File: src/rtl/prog_mem_loader.sv
// ---------------------------------------------------------------------------
// prog_mem_loader
//   Writable 2**AW x DW program memory with a byte-stream loader. The read
//   side (i_addr -> o_data) has the same shape as the read-only rom16x8
//   fetch port: o_data = {opcode[7:4], imm[3:0]}.
//
//   A host streams LEN image words followed by one XOR checksum byte over a
//   valid/ready handshake. While loading, the processor is held in reset via
//   o_cpu_rst. It is released only after the checksum has been verified.
//
// Ports
//   i_clk         clock, all state updates on the rising edge
//   i_rst         asynchronous active-low reset
//   i_load_start  request a (re)load; honoured only in HALT or RUN
//   i_in_valid    host byte valid
//   o_in_ready    block accepts a byte (LOAD or CHECK)
//   i_in_data     host byte: image word or checksum
//   i_addr        processor fetch address
//   o_data        fetched word, combinational mem[i_addr]
//   o_cpu_rst     active-high hold for program_counter / instruction_decoder
//   o_busy        high in LOAD or CHECK
//   o_done        one-cycle pulse in the first cycle after a load ends
//   o_err         sticky checksum-failure flag
// ---------------------------------------------------------------------------

// One memory word. Cleared by reset, written when i_we is high.
module prog_mem_loader_word #(
  parameter int DW = 8
) (
  input  logic          i_clk,
  input  logic          i_rst,
  input  logic          i_we,
  input  logic [DW-1:0] i_d,
  output logic [DW-1:0] o_q
);

  logic [DW-1:0] r_q;

  always_ff @(posedge i_clk or negedge i_rst) begin
    if (!i_rst)     r_q <= '0;
    else if (i_we)  r_q <= i_d;
  end

  assign o_q = r_q;

endmodule

module prog_mem_loader #(
  parameter int AW  = 4,
  parameter int DW  = 8,
  parameter int LEN = 16
) (
  input  logic          i_clk,
  input  logic          i_rst,
  input  logic          i_load_start,
  input  logic          i_in_valid,
  output logic          o_in_ready,
  input  logic [DW-1:0] i_in_data,
  input  logic [AW-1:0] i_addr,
  output logic [DW-1:0] o_data,
  output logic          o_cpu_rst,
  output logic          o_busy,
  output logic          o_done,
  output logic          o_err
);

  localparam int DEPTH = 2**AW;

  localparam logic [1:0] S_HALT  = 2'd0;
  localparam logic [1:0] S_LOAD  = 2'd1;
  localparam logic [1:0] S_CHECK = 2'd2;
  localparam logic [1:0] S_RUN   = 2'd3;

  // wptr carries one extra bit so that LEN == DEPTH still has a distinct
  // last index and never wraps onto address 0.
  localparam logic [AW:0] LAST = (AW+1)'(LEN-1);

  logic [1:0]    r_state;
  logic [AW:0]   r_wptr;
  logic [DW-1:0] r_csum;
  logic          r_done;
  logic          r_err;

  logic          w_active;
  logic          w_idle;
  logic          w_start;
  logic          w_load_hs;
  logic          w_chk_hs;
  logic          w_csum_ok;

  logic [DEPTH-1:0]         w_we;
  logic [DEPTH-1:0][DW-1:0] w_mem;

  assign w_active  = (r_state == S_LOAD) || (r_state == S_CHECK);
  assign w_idle    = (r_state == S_HALT) || (r_state == S_RUN);
  assign w_start   = i_load_start && w_idle;
  assign w_load_hs = i_in_valid && (r_state == S_LOAD);
  assign w_chk_hs  = i_in_valid && (r_state == S_CHECK);
  assign w_csum_ok = (i_in_data == r_csum);

  // ---------------------------------------------------------------------
  // Control FSM
  // ---------------------------------------------------------------------
  always_ff @(posedge i_clk or negedge i_rst) begin
    if (!i_rst) begin
      r_state <= S_HALT;
      r_wptr  <= '0;
      r_csum  <= '0;
      r_done  <= 1'b0;
      r_err   <= 1'b0;
    end else begin
      // done lands in the first cycle of RUN or HALT after the check byte
      r_done <= w_chk_hs;
      case (r_state)
        S_HALT, S_RUN: begin
          if (w_start) begin
            r_state <= S_LOAD;
            r_wptr  <= '0;
            r_csum  <= '0;
            r_err   <= 1'b0;
          end
        end
        S_LOAD: begin
          if (w_load_hs) begin
            r_wptr <= r_wptr + 1'b1;
            r_csum <= r_csum ^ i_in_data;
            if (r_wptr == LAST) r_state <= S_CHECK;
          end
        end
        S_CHECK: begin
          if (w_chk_hs) begin
            if (w_csum_ok) begin
              r_state <= S_RUN;
            end else begin
              r_state <= S_HALT;
              r_err   <= 1'b1;
            end
          end
        end
        default: r_state <= S_HALT;
      endcase
    end
  end

  // ---------------------------------------------------------------------
  // Storage: one word cell per address. Only LOAD handshakes write, and
  // wptr never exceeds LEN-1 there, so words at or above LEN are left
  // untouched by a reload. The checksum byte (CHECK) is never stored.
  // ---------------------------------------------------------------------
  for (genvar g = 0; g < DEPTH; g++) begin : g_word
    assign w_we[g] = w_load_hs && (r_wptr == (AW+1)'(g));

    prog_mem_loader_word #(.DW(DW)) u_word (
      .i_clk (i_clk),
      .i_rst (i_rst),
      .i_we  (w_we[g]),
      .i_d   (i_in_data),
      .o_q   (w_mem[g])
    );
  end

  // Asynchronous read: a word written on an edge shows up after that edge,
  // and reading the address being written returns the old word until then.
  assign o_data = w_mem[i_addr];

  // Decoded from registered state only, so cpu_rst moves on rising edges
  // and is stable at the processor's falling-edge sample point.
  assign o_cpu_rst  = (r_state != S_RUN);
  assign o_in_ready = w_active;
  assign o_busy     = w_active;
  assign o_done     = r_done;
  assign o_err      = r_err;

endmodule
File: config.mk
export PLATFORM = sky130hd
export DESIGN_NAME = prog_mem_loader
export DESIGN_NICKNAME = d
export VERILOG_FILES = /design/src/rtl/prog_mem_loader.sv
export SDC_FILE = /design/constraint.sdc
export NUM_CORES = 1
export LEC_CHECK = 0
export BUFFER_PORTS_ARGS = -buffer_cell sky130_fd_sc_hd__buf_2
export CAP_MARGIN = 25
export CORE_ASPECT_RATIO = 1.1
export CORE_MARGIN = 2
export CORE_UTILIZATION = 50
export CTS_CLUSTER_DIAMETER = 80
export DETAILED_ROUTE_END_ITERATION = 6
export MAX_ROUTING_LAYER = met4
export PLACE_DENSITY = 0.69
export REMOVE_ABC_BUFFERS = 1
export SYNTH_ARGS = -nofsm -noshare
export SYNTH_HDL_FRONTEND = slang
export SYNTH_SLANG_ARGS = --single-unit
File: constraint.sdc
create_clock -name i_clk -period 2.1 [get_ports i_clk]
set_clock_uncertainty 0.15 [all_clocks]
set_input_delay 0.105 -clock i_clk [delete_from_list [all_inputs] [get_ports i_clk]]
set_output_delay 0.105 -clock i_clk [all_outputs]
set_load 0.02 [all_outputs]
==> impl_results.md, run 1 <==
- CTS Buf Count: 17
- Critical path launch point type: register
- Pwr/cell area: 1040 mW/mm^2
- Root Buffer Master: clkbuf_16
- Maximum clock path buffer count: 2
- Post-detail-place hpwl: 10500 um
- Min Tclk post-route: 2.15 ns
- EDFF count, synth: 0
- CP cell instances: mux4_4, a22oi_2, nand2_2, buf_6
- WL per Instance: around 22 um
- Core area: 0.0139 sq mm
- RSZ-0062 raised after global routing: yes
- Syn-to-layout area delta: 16.0%
- Yosys cell types: 47
- Failing checks: setup timing
- Drt first pass iters: 4
- Clock tree sinks: 145
- Status: complete, but fails checks
- Total power: around 8600 uW
- Placed cell area: 0.00760 sq mm
- Port Buffer Count: 28
- Die H: approximately 130 um
- Reg2Reg Depth: 5
- Vias in the first global route: 4667
- Design area: ~0.0083 sq mm
- Final worst setup slack: -0.0452 ns
- Seq/Total Area, Yosys: around half
- Period utilization: 102%
- FILL cells: 1066
- Data required time of the worst path: ~1.9 ns
- Slew Limit Fails: 0
- Diodes inserted: 0
- DRC violations left: 0
- Avg Cell Area, Syn: 14.8 sq um
- Initial core utilization: 51.6%
- Drt total wl: 16000 um
- Synth Cell Area: 0.00717 sq mm
- Worst Hold Class: in -> async
- Synth Register Bits: 145
- Multi-input logic area: 0.00334 sq mm
- CP Class: reg -> out
- CTS clk-pin slew, worst paths: 0.06 ns
- Maximum vdd ir drop: 0.661 mV
- CTS tree: built
- Post-DRT Antenna Nets: 0
- Worst path slowest cell: mux4_4
- Most frequent cells in the layout: 145 x dfrtp_1, 120 x mux2_2, 25 x buf_2
- 1st-iter DRT viols: 264
- Crit path max fanout: 2
- Seq. cell area: 0.00363 sq mm
- Final nets: 550
- Worst-margin pin slew: approximately 0.6 ns
- Fin. Hold Viols: 0
- Gr ovfl total: 0
- Worst Path Arrival: approximately 1.9 ns
- Max Freq: 0.466 GHz
- Ys flop type: dfrtp_1
- Largest net degree at the start of global routing: 60
- Io pins: 29
- Share of flip-flops with an asynchronous set or reset: 100%
- Worst rel slew slack: about 60%
- Initial antenna violation count: 0
- Pleak: 0.00411 uW
- Synth Instances: 484
- Max-cap violations: 0
- Layout cells sized above 1: 47.5%
- Synth warn: 0
- FP Rows: 45
- Finish-stage setup viols: 2
- Postcts setup bufs: 0
- H-tree lvl count: 4
- CP Capture Type: primary output
- Die ar.: 0.0153 sq mm
- Reg-to-reg slack, setup: approximately 0.12 ns
- First-pass GRT wire length: 26300 um
- Placer's final routability congestion estimate: around 0.79
- Critical Path Max Stage Delay: roughly 0.6 ns
- All-Layer GR Usage: 23.8%
- Commonest non-fill, non-tap cell in the layout: dfrtp_1
- Vias per std cell: 5.83
- Clk_lat worst skew: 0.42 ns
- Die Wd: 118 um
- Vias: 4230
- DP Worst Slack: 0.0313 ns
[worst max-delay path, delay by kind of cell, from the launching register on]
kind,cells,cell delay (ns)
flops,1,0.38
buf+inv,1,0.15
simple gates,1,0.11
compound gates,1,0.23
mux,1,0.60
[registers in the layout, indices dropped and copies added (netlist names)]
register,cells
g_word.u_word.o_q,128
o_done,1
o_err,1
r_csum,8
r_state,2
r_wptr,5
[Yosys cell counts, types with 4 or more instances]
library cell	n	share of area (%)
dfrtp_1	145	51
mux2_2	120	19
mux4_1	17	6.2
a22oi_1	16	1.7
mux4_2	14	4.4
clkbuf_1	13	0.68
nor2b_1	13	1.1
o21ai_0	13	0.91
nand2_1	12	0.63
buf_2	10	0.70
ha_1	9	1.6
a22o_1	8	0.98
mux2_1	8	1.3
inv_1	7	0.37
buf_4	6	0.63
nor2_8	6	1.7
xor2_1	6	0.73
nand2b_1	5	0.44
nand3_1	5	0.35
nor3_1	5	0.35
a21oi_1	4	0.28
nor2_1	4	0.21
nor2_4	4	0.63
[worst paths after layout]
kind,from,end
max,g_word[15].u_word.o_q[0],o_data[0]
max in group asynchronous,i_rst,g_word[5].u_word.o_q[1]
max reg2reg,r_state[0],g_word[1].u_word.o_q[3]
min reg2reg,g_word[8].u_word.o_q[0],g_word[8].u_word.o_q[0]
min in group i_clk,i_in_data[0],g_word[14].u_word.o_q[0]
min,i_rst,r_csum[0]
[metrics by stage]
stage / std cells / hold slack, ns / TNS (ns) / utilization [%]
floorplan: 449 / -0.341 / -8.08 / -
global placement: 690 / -0.0319 / 0 / 54.7
detailed placement: 690 / -0.0188 / 0 / 54.7
CTS: 725 / 0.0844 / -0.132 / 59.6
global route: 725 / 0.117 / -0.295 / 59.8
finish: 725 / 0.0922 / -0.0515 / 59.8
[report_power, final]
part | internal [uW] | leakage (uW) | switching, uW | total [uW]
clock | 2080 | 0.000299 | 1090 | 3160
combinational | 904 | 0.00184 | 1110 | 2020
sequential | 3190 | 0.00197 | 245 | 3440
total | 6170 | 0.00411 | 2440 | 8620
[cells by family (layout without fill, tap and decap cells)]
group | count (synthesis) | after routing | synth area share (%)
adder cells (fa/ha/maj) | 9 | 9 | 1.57
multiplexers | 161 | 161 | 31.2
AND/OR/NAND/NOR | 74 | 74 | 7.96
AO/OA/AOI/OAI | 46 | 46 | 4.31
buffers and inverters | 42 | 95 | 3.47
XOR/XNOR | 7 | 7 | 0.855
flip-flops | 145 | 145 | 50.6
[cell type report]
| cell class | instances | share of cell area, % |
|---|---|---|
| tap | 188 | 2.83 |
| sequential | 145 | 43.6 |
| inverter | 7 | 0.316 |
| clock buffer | 26 | 5.88 |
| timing repair buffer | 57 | 5.70 |
| multi-input combinational | 297 | 40.1 |
| clock inverter | 5 | 1.50 |
[layer usage]
layer	vias up	wire (um)	GRT usage, %	share of wire, %
met5	-	0	-	0
met4	0	287	7.73	1.8
met3	16	622	5.19	3.9
met2	85	7870	37.3	49
met1	2251	7240	31.3	45
li1	1878	-	-	-
[timing repair]
item	in CTS	in global routing
endpoints found under the hold margin	136	0
setup endpoints to repair	7	112
hold buffers	4	0
pin swaps	7	3
resized for setup	13	12
Note: power is estimated with default switching activity, not from simulation.
==> inputs of run 2 (changes only) <==
Settings changed: CELL_PAD_IN_SITES_DETAIL_PLACEMENT set to 1, CELL_PAD_IN_SITES_GLOBAL_PLACEMENT set to 1, PLACE_DENSITY 0.69 to 0.79.
==> run 2 against run 1 <==
The run still ends with setup timing left. First-iteration DRC count shrank 9.1%. Cell count shrank 0.14%. Routed wire length grew 17%. Worst hold slack lost 0.046 ns. Via count grew 2.5%. Sequential share of layout area shrank 0.25 points. Power grew 5.3%. Critical path type unchanged. Largest power group is now the clock network. Highest routed layer unchanged.
==> impl_results.md, run 2 (synthesized netlist as in run 1, its figures left out) <==
- Die Wd: 118 um (unchanged)
- CTS clk-pin slew, worst paths: 0.06 ns (about the same)
- Placed Cells: 688 (-0.29%)
- Post-detail-place hpwl: 12300 um (+17%)
- Initial core utilization: 51.6% (unchanged)
- All-Layer GR Usage: 27.4% (+3.6 points)
- Maximum clock path buffer count: 2 (unchanged)
- Most frequent cells in the layout: 145 x dfrtp_1, 120 x mux2_2, 24 x mux4_2, 24 x buf_2
- Die H: 130 um (unchanged)
- CTS tree: built
- Worst Hold Class: in -> async
- Fin. Hold Viols: 0 (unchanged)
- Io pins: 29 (unchanged)
- Fin util: 60.1% (+0.35 points)
- Placed cell area: 0.00759 sq mm (-0.20%)
- Status: complete, but fails checks
- Commonest non-fill, non-tap cell in the layout: dfrtp_1
- Clock tree sinks: 145 (unchanged)
- Layout cells sized above 1: 49.4% (+2.0 points)
- Failing checks: setup timing
- RSZ-0062 raised after global routing: yes
- Finish-stage setup viols: 3 (+1)
- Placer's final routability congestion estimate: 0.805 (+1.5%)
- CP cell instances: mux4_2, a22oi_2, nand2_1, buf_2
- Syn-to-layout area delta: 16.7%
- Maximum vdd ir drop: 0.559 mV (-15%)
- Total power: 9070 uW (+5.3%)
- CP startpoint: g_word[11].u_word.o_q[2]
- Die ar.: 0.0153 sq mm (unchanged)
- Crit path max fanout: 2 (unchanged)
- Data required time of the worst path: 1.85 ns (about the same)
- Period utilization: 101% (-0.95 points)
- Post-Layout Cell Count: 724 (-0.14%)
- FP Rows: 45 (unchanged)
- Pleak: 0.00410 uW (-0.28%)
- Pwr/cell area: 1080 mW/mm^2 (+4.6%)
- Worst path slowest cell: mux4_2
- Root Buffer Master: clkbuf_16
- CTS Buf Count: 17 (unchanged)
- Gr ovfl total: 0 (unchanged)
- Worst r2r src: r_state[1]
- Final nets: 549 (-0.18%)
- Slew Limit Fails: 0 (unchanged)
- CP Capture Type: primary output
- Port Buffer Count: 28 (unchanged)
- Min Tclk post-route: 2.13 ns (-0.0199 ns)
- Final TNS setup: -0.0437 ns (+0.00780 ns)
- Core area: 0.0139 sq mm (unchanged)
- Max Freq: 0.471 GHz (+0.94%)
- WL per Instance: 26.0 um (+17%)
- Final worst setup slack: -0.0253 ns (+0.0199 ns)
- Largest register FFs: 128 (unchanged)
- Worst-margin pin slew: 0.803 ns (+0.206 ns)
- Vias per std cell: 5.99 (+2.6%)
- Critical path launch point type: register
- CP Class: reg -> out
- 1st-iter DRT viols: 240 (-9.1%)
- Vias in the first global route: 5001 (+7.2%)
- H-tree lvl count: 4 (unchanged)
- Worst rel slew slack: 46.3% (-14 points)
- First-pass GRT wire length: 29900 um (+14%)
- Vias: 4335 (+2.5%)
- Post-DRT Antenna Nets: 0 (unchanged)
- Worst Path Arrival: 1.87 ns (-0.02 ns)
- Drt first pass iters: 4 (unchanged)
- Diodes inserted: 0 (unchanged)
- Max-cap violations: 0 (unchanged)
- DRC violations left: 0 (unchanged)
- Design area: 0.00836 sq mm (+0.59%)
- Largest net degree at the start of global routing: 52 (-13%)
- Drt total wl: 18800 um (+17%)
- Reg2Reg Depth: 6 (+1)
- Clk_lat worst skew: 0.43 ns (about the same)
- Initial antenna violation count: 0 (unchanged)
- Critical Path Max Stage Delay: 0.54 ns (-0.06 ns)
## run 2: repair_timing
action | CTS | global route
resized for setup | 21 | 12
pin swaps | 6 | 7
endpoints found under the hold margin | 150 | 0
gates cloned | 0 | 0
buffers inserted | 0 | 1
setup endpoints to repair | 66 | 20
hold buffers | 4 | 0
## run 2: cell type report
type / count / area, sq um
Clock inverter: 10 / 205
Timing Repair Buffer: 56 / 473
Fill cell: 1287 / 5540
Multi-Input combinational cell: 297 / 3330
Clock buffer: 21 / 470
Sequential cell: 145 / 3630
Inverter: 7 / 26.3
Tap cell: 188 / 235
## run 2: worst paths after layout
kind,slack [ns],end
setup / recovery,-0.03,o_data[2]
hold / removal,0.05,g_word[0].u_word.o_q[4]
setup reg to reg,0.06,g_word[7].u_word.o_q[4]
hold reg to reg,0.34,g_word[5].u_word.o_q[1]
max in group asynchronous,1.08,g_word[14].u_word.o_q[7]
min in group i_clk,0.10,r_csum[4]
## run 2: stage by stage
step | hold WS, ns | setup WS (ns)
finish | 0.0461 | -0.0253
global route | 0.106 | -0.0874
CTS | 0.0728 | -0.0319
detailed placement | -0.0571 | -0.0313
global placement | -0.0671 | 0.0255
floorplan | -0.341 | -0.147
## run 2: critical path: cells and delay by family, from the launching register on
family | cells | cell delay [ns]
AND/OR/NAND/NOR | 1 | 0.10
AO/OA/AOI/OAI | 1 | 0.22
multiplexers | 1 | 0.54
flip-flops | 1 | 0.42
buffers and inverters | 1 | 0.17
## run 2: routing by layer
metal	vias up	global-route usage (%)	wire length, um
li1	1860	-	-
met5	-	-	0
met2	130	46.5	9570
met1	2309	33.1	7690
met4	0	10.3	513
met3	36	4.93	1020
## run 2: report_power, final
part           switching [uW]  total [uW]  internal [uW]
logic                    1190        2140            947
registers                 268        3460           3190
clock network            1160        3470           2310
==> inputs of run 3 (changes only) <==
Settings changed: CORE_UTILIZATION 50 to 47, PLACE_DENSITY 0.79 to 0.78.
Clock period 2.1 ns to 1.8 ns, I/O delays scaled along.
==> run 3 against run 2 <==
The flow still finishes with violations (setup timing). Global-route usage increased by 2.9 points. Worst hold slack got worse by 0.029 ns. Power grew 34%. Routed wire length rose by 26%. Die area up 6.2%. Clock power up 10%. Sequential power rose by 17%. Largest cell class is now multi-input combinational cells. Highest routed layer unchanged.
==> impl_results.md, run 3 (synthesized netlist as in run 1, its figures left out) <==
- Status: complete, but fails checks
- Failing checks: setup timing
- Largest register FFs: 128 (unchanged)
- Maximum vdd ir drop: 0.780 mV (+40%)
- Reg2Reg Depth: 7 (+1)
- Root Buffer Master: clkbuf_16
- All-Layer GR Usage: 30.3% (+2.9 points)
- Top routing layer used: met4
- Final TNS setup: -15.54 ns (-15.50 ns)
- DP Worst Slack: -0.265 ns (-0.234 ns)
- Die ar.: 0.0163 sq mm (+6.2%)
- Worst Path Arrival: 1.95 ns (+0.08 ns)
- Die H: 134 um (+3.0%)
- Drt first pass iters: 4 (unchanged)
- Initial core utilization: 47.8% (-3.7 points)
- Clock tree sinks: 145 (unchanged)
- Layout cells sized above 1: 61.5% (+12 points)
- Syn-to-layout area delta: 33.9%
- Hold_ws: 0.0174 ns (-0.0287 ns)
- CTS tree: built
- Vias in the first global route: 5313 (+6.2%)
- Post-DRT Antenna Nets: 0 (unchanged)
- H-tree lvl count: 4 (unchanged)
- Io pins: 29 (unchanged)
- Data required time of the worst path: 1.56 ns (-0.29 ns)
- Core area: 0.0150 sq mm (+7.8%)
- Critical Path Max Stage Delay: 0.50 ns (-0.04 ns)
- Post-detail-place hpwl: 12400 um (+1.3%)
- CP Capture Type: primary output
- CP Class: reg -> out
- FILL cells: 1305 (+1.4%)
- Worst rel slew slack: 31.3% (-15 points)
- Pleak: 0.00455 uW (+11%)
- CTS clk-pin slew, worst paths: 0.06 ns (about the same)
- Placer's final routability congestion estimate: 0.809 (+0.47%)
- First-pass GRT wire length: 34300 um (+15%)
- Maximum clock path buffer count: 2 (unchanged)
- Final nets: 601 (+9.5%)
- Worst-margin pin slew: 1.03 ns (+0.225 ns)
- Met2 wire len: 12200 um (+27%)
- Initial antenna violation count: 0 (unchanged)
- RSZ-0062 raised after global routing: yes
- Clk_lat worst skew: 0.44 ns (about the same)
- Period utilization: 122%
- CP cell instances: mux4_2, a22oi_2, nand2_1, buf_2
- Total power: 12200 uW (+34%)
- Max Freq: 0.456 GHz
- Finish-stage setup viols: 126 (+123)
- Largest net degree at the start of global routing: 51 (-1.9%)
- Met1 Routed Length: 9290 um (+21%)
- Fin. Hold Viols: 0 (unchanged)
- Commonest non-fill, non-tap cell in the layout: dfrtp_1
- DRC violations left: 0 (unchanged)
- Crit path max fanout: 2 (unchanged)
- Final worst setup slack: -0.391 ns (-0.366 ns)
- Critical path launch point type: register
- DR WL met3: 995 um (-2.4%)
- 1st-iter DRT viols: 357 (+49%)
- Worst path slowest cell: mux4_2
- Min Tclk post-route: 2.19 ns
- Gr ovfl total: 0 (unchanged)
- CTS Buf Count: 17 (unchanged)
- Worst Hold Class: in -> async
- Slew Limit Fails: 0 (unchanged)
- Reg2reg end: g_word[5].u_word.o_q[7]
- Reg-to-reg slack, setup: -0.20 ns (-0.26 ns)
- WL per Instance: 30.1 um (+16%)
- Max-cap violations: 0 (unchanged)
- Port Buffer Count: 28 (unchanged)
- Die Wd: 122 um (+3.0%)
- Drt total wl: 23600 um (+26%)
- Worst r2r src: r_state[1]
- Vias: 4761 (+9.8%)
- Most frequent cells in the layout: 144 x dfrtp_1, 106 x mux2_4, 40 x buf_4
- Diodes inserted: 0 (unchanged)
- Vias per std cell: 6.06 (+1.3%)
- Fin util: 64.0% (+3.9 points)
- Pwr/cell area: 1270 mW/mm^2 (+17%)
- FP Rows: 47 (+4.4%)
run 3: cell types whose count changed in the layout (fill, tap and decap cells not counted), moves of 4 or more:
| cell | before | now |
|---|---|---|
| mux2_4 | 0 | 106 |
| mux2_2 | 120 | 22 |
| buf_4 | 17 | 40 |
| buf_6 | 4 | 26 |
| o21ai_0 | 13 | 1 |
| o21ai_2 | 0 | 9 |
| mux2_1 | 8 | 0 |
| buf_12 | 7 | 13 |
| nand3_4 | 0 | 6 |
| ha_1 | 8 | 3 |
| ha_4 | 0 | 4 |
run 3: per-layer routing:
metal	vias to the layer above	GRT usage [%]
met2	160	46.3
li1	1974	-
met1	2558	38.1
met3	69	7.15
met5	-	-
met4	0	14.6
run 3: where the power goes:
part	internal (uW)	leakage [uW]	switching [uW]
sequential	3720	0.00197	335
clock	2300	0.000303	1520
combinational	2170	0.00228	2150
run 3: how the worst max path moves through the flow:
| stage | startpoint | end | cells after the start |
|---|---|---|---|
| 6_report | g_word[8].u_word.o_q[4] | o_data[4] | 4 |
| 5_1_grt | g_word[8].u_word.o_q[4] | o_data[4] | 4 |
| 3_3_place_gp | r_state[1] | g_word[2].u_word.o_q[3] | 6 |
| 3_5_place_dp | r_state[1] | g_word[2].u_word.o_q[6] | 6 |
| 2_1_floorplan | r_state[1] | g_word[11].u_word.o_q[0] | 6 |
| 4_1_cts | g_word[15].u_word.o_q[0] | o_data[0] | 4 |
run 3: worst max-delay path, delay by kind of cell, from the launching register on:
family | cells | cell delay (ns)
AO/OA/AOI/OAI | 1 | 0.26
flip-flops | 1 | 0.43
buffers and inverters | 1 | 0.19
multiplexers | 1 | 0.50
AND/OR/NAND/NOR | 1 | 0.14
run 3: repair_timing:
action                                  in CTS  in global routing
setup buffers                                9                 13
gates cloned                                 0                  1
endpoints found under the setup margin     150                152
pin swaps                                   32                 34
hold endpoints to repair                   168                  0
hold buffers                                 7                  0
resized for setup                          179                 64
run 3: stage by stage:
stage,area (sq um),std cells
6_report,9600,785
5_1_grt,9600,785
4_1_cts,9250,773
3_5_place_dp,7870,725
3_3_place_gp,7870,725
2_1_floorplan,6950,449
run 3: final cells by class:
| type | instances | area (sq um) | share of cell area, % |
|---|---|---|---|
| Multi-Input combinational cell | 297 | 4030 | 41.9 |
| Sequential cell | 145 | 3630 | 37.8 |
| Inverter | 7 | 31.3 | 0.326 |
| Timing Repair Buffer | 108 | 1040 | 10.9 |
| Clock buffer | 20 | 467 | 4.86 |
| Clock inverter | 12 | 155 | 1.62 |
| Tap cell | 196 | 245 | 2.56 |
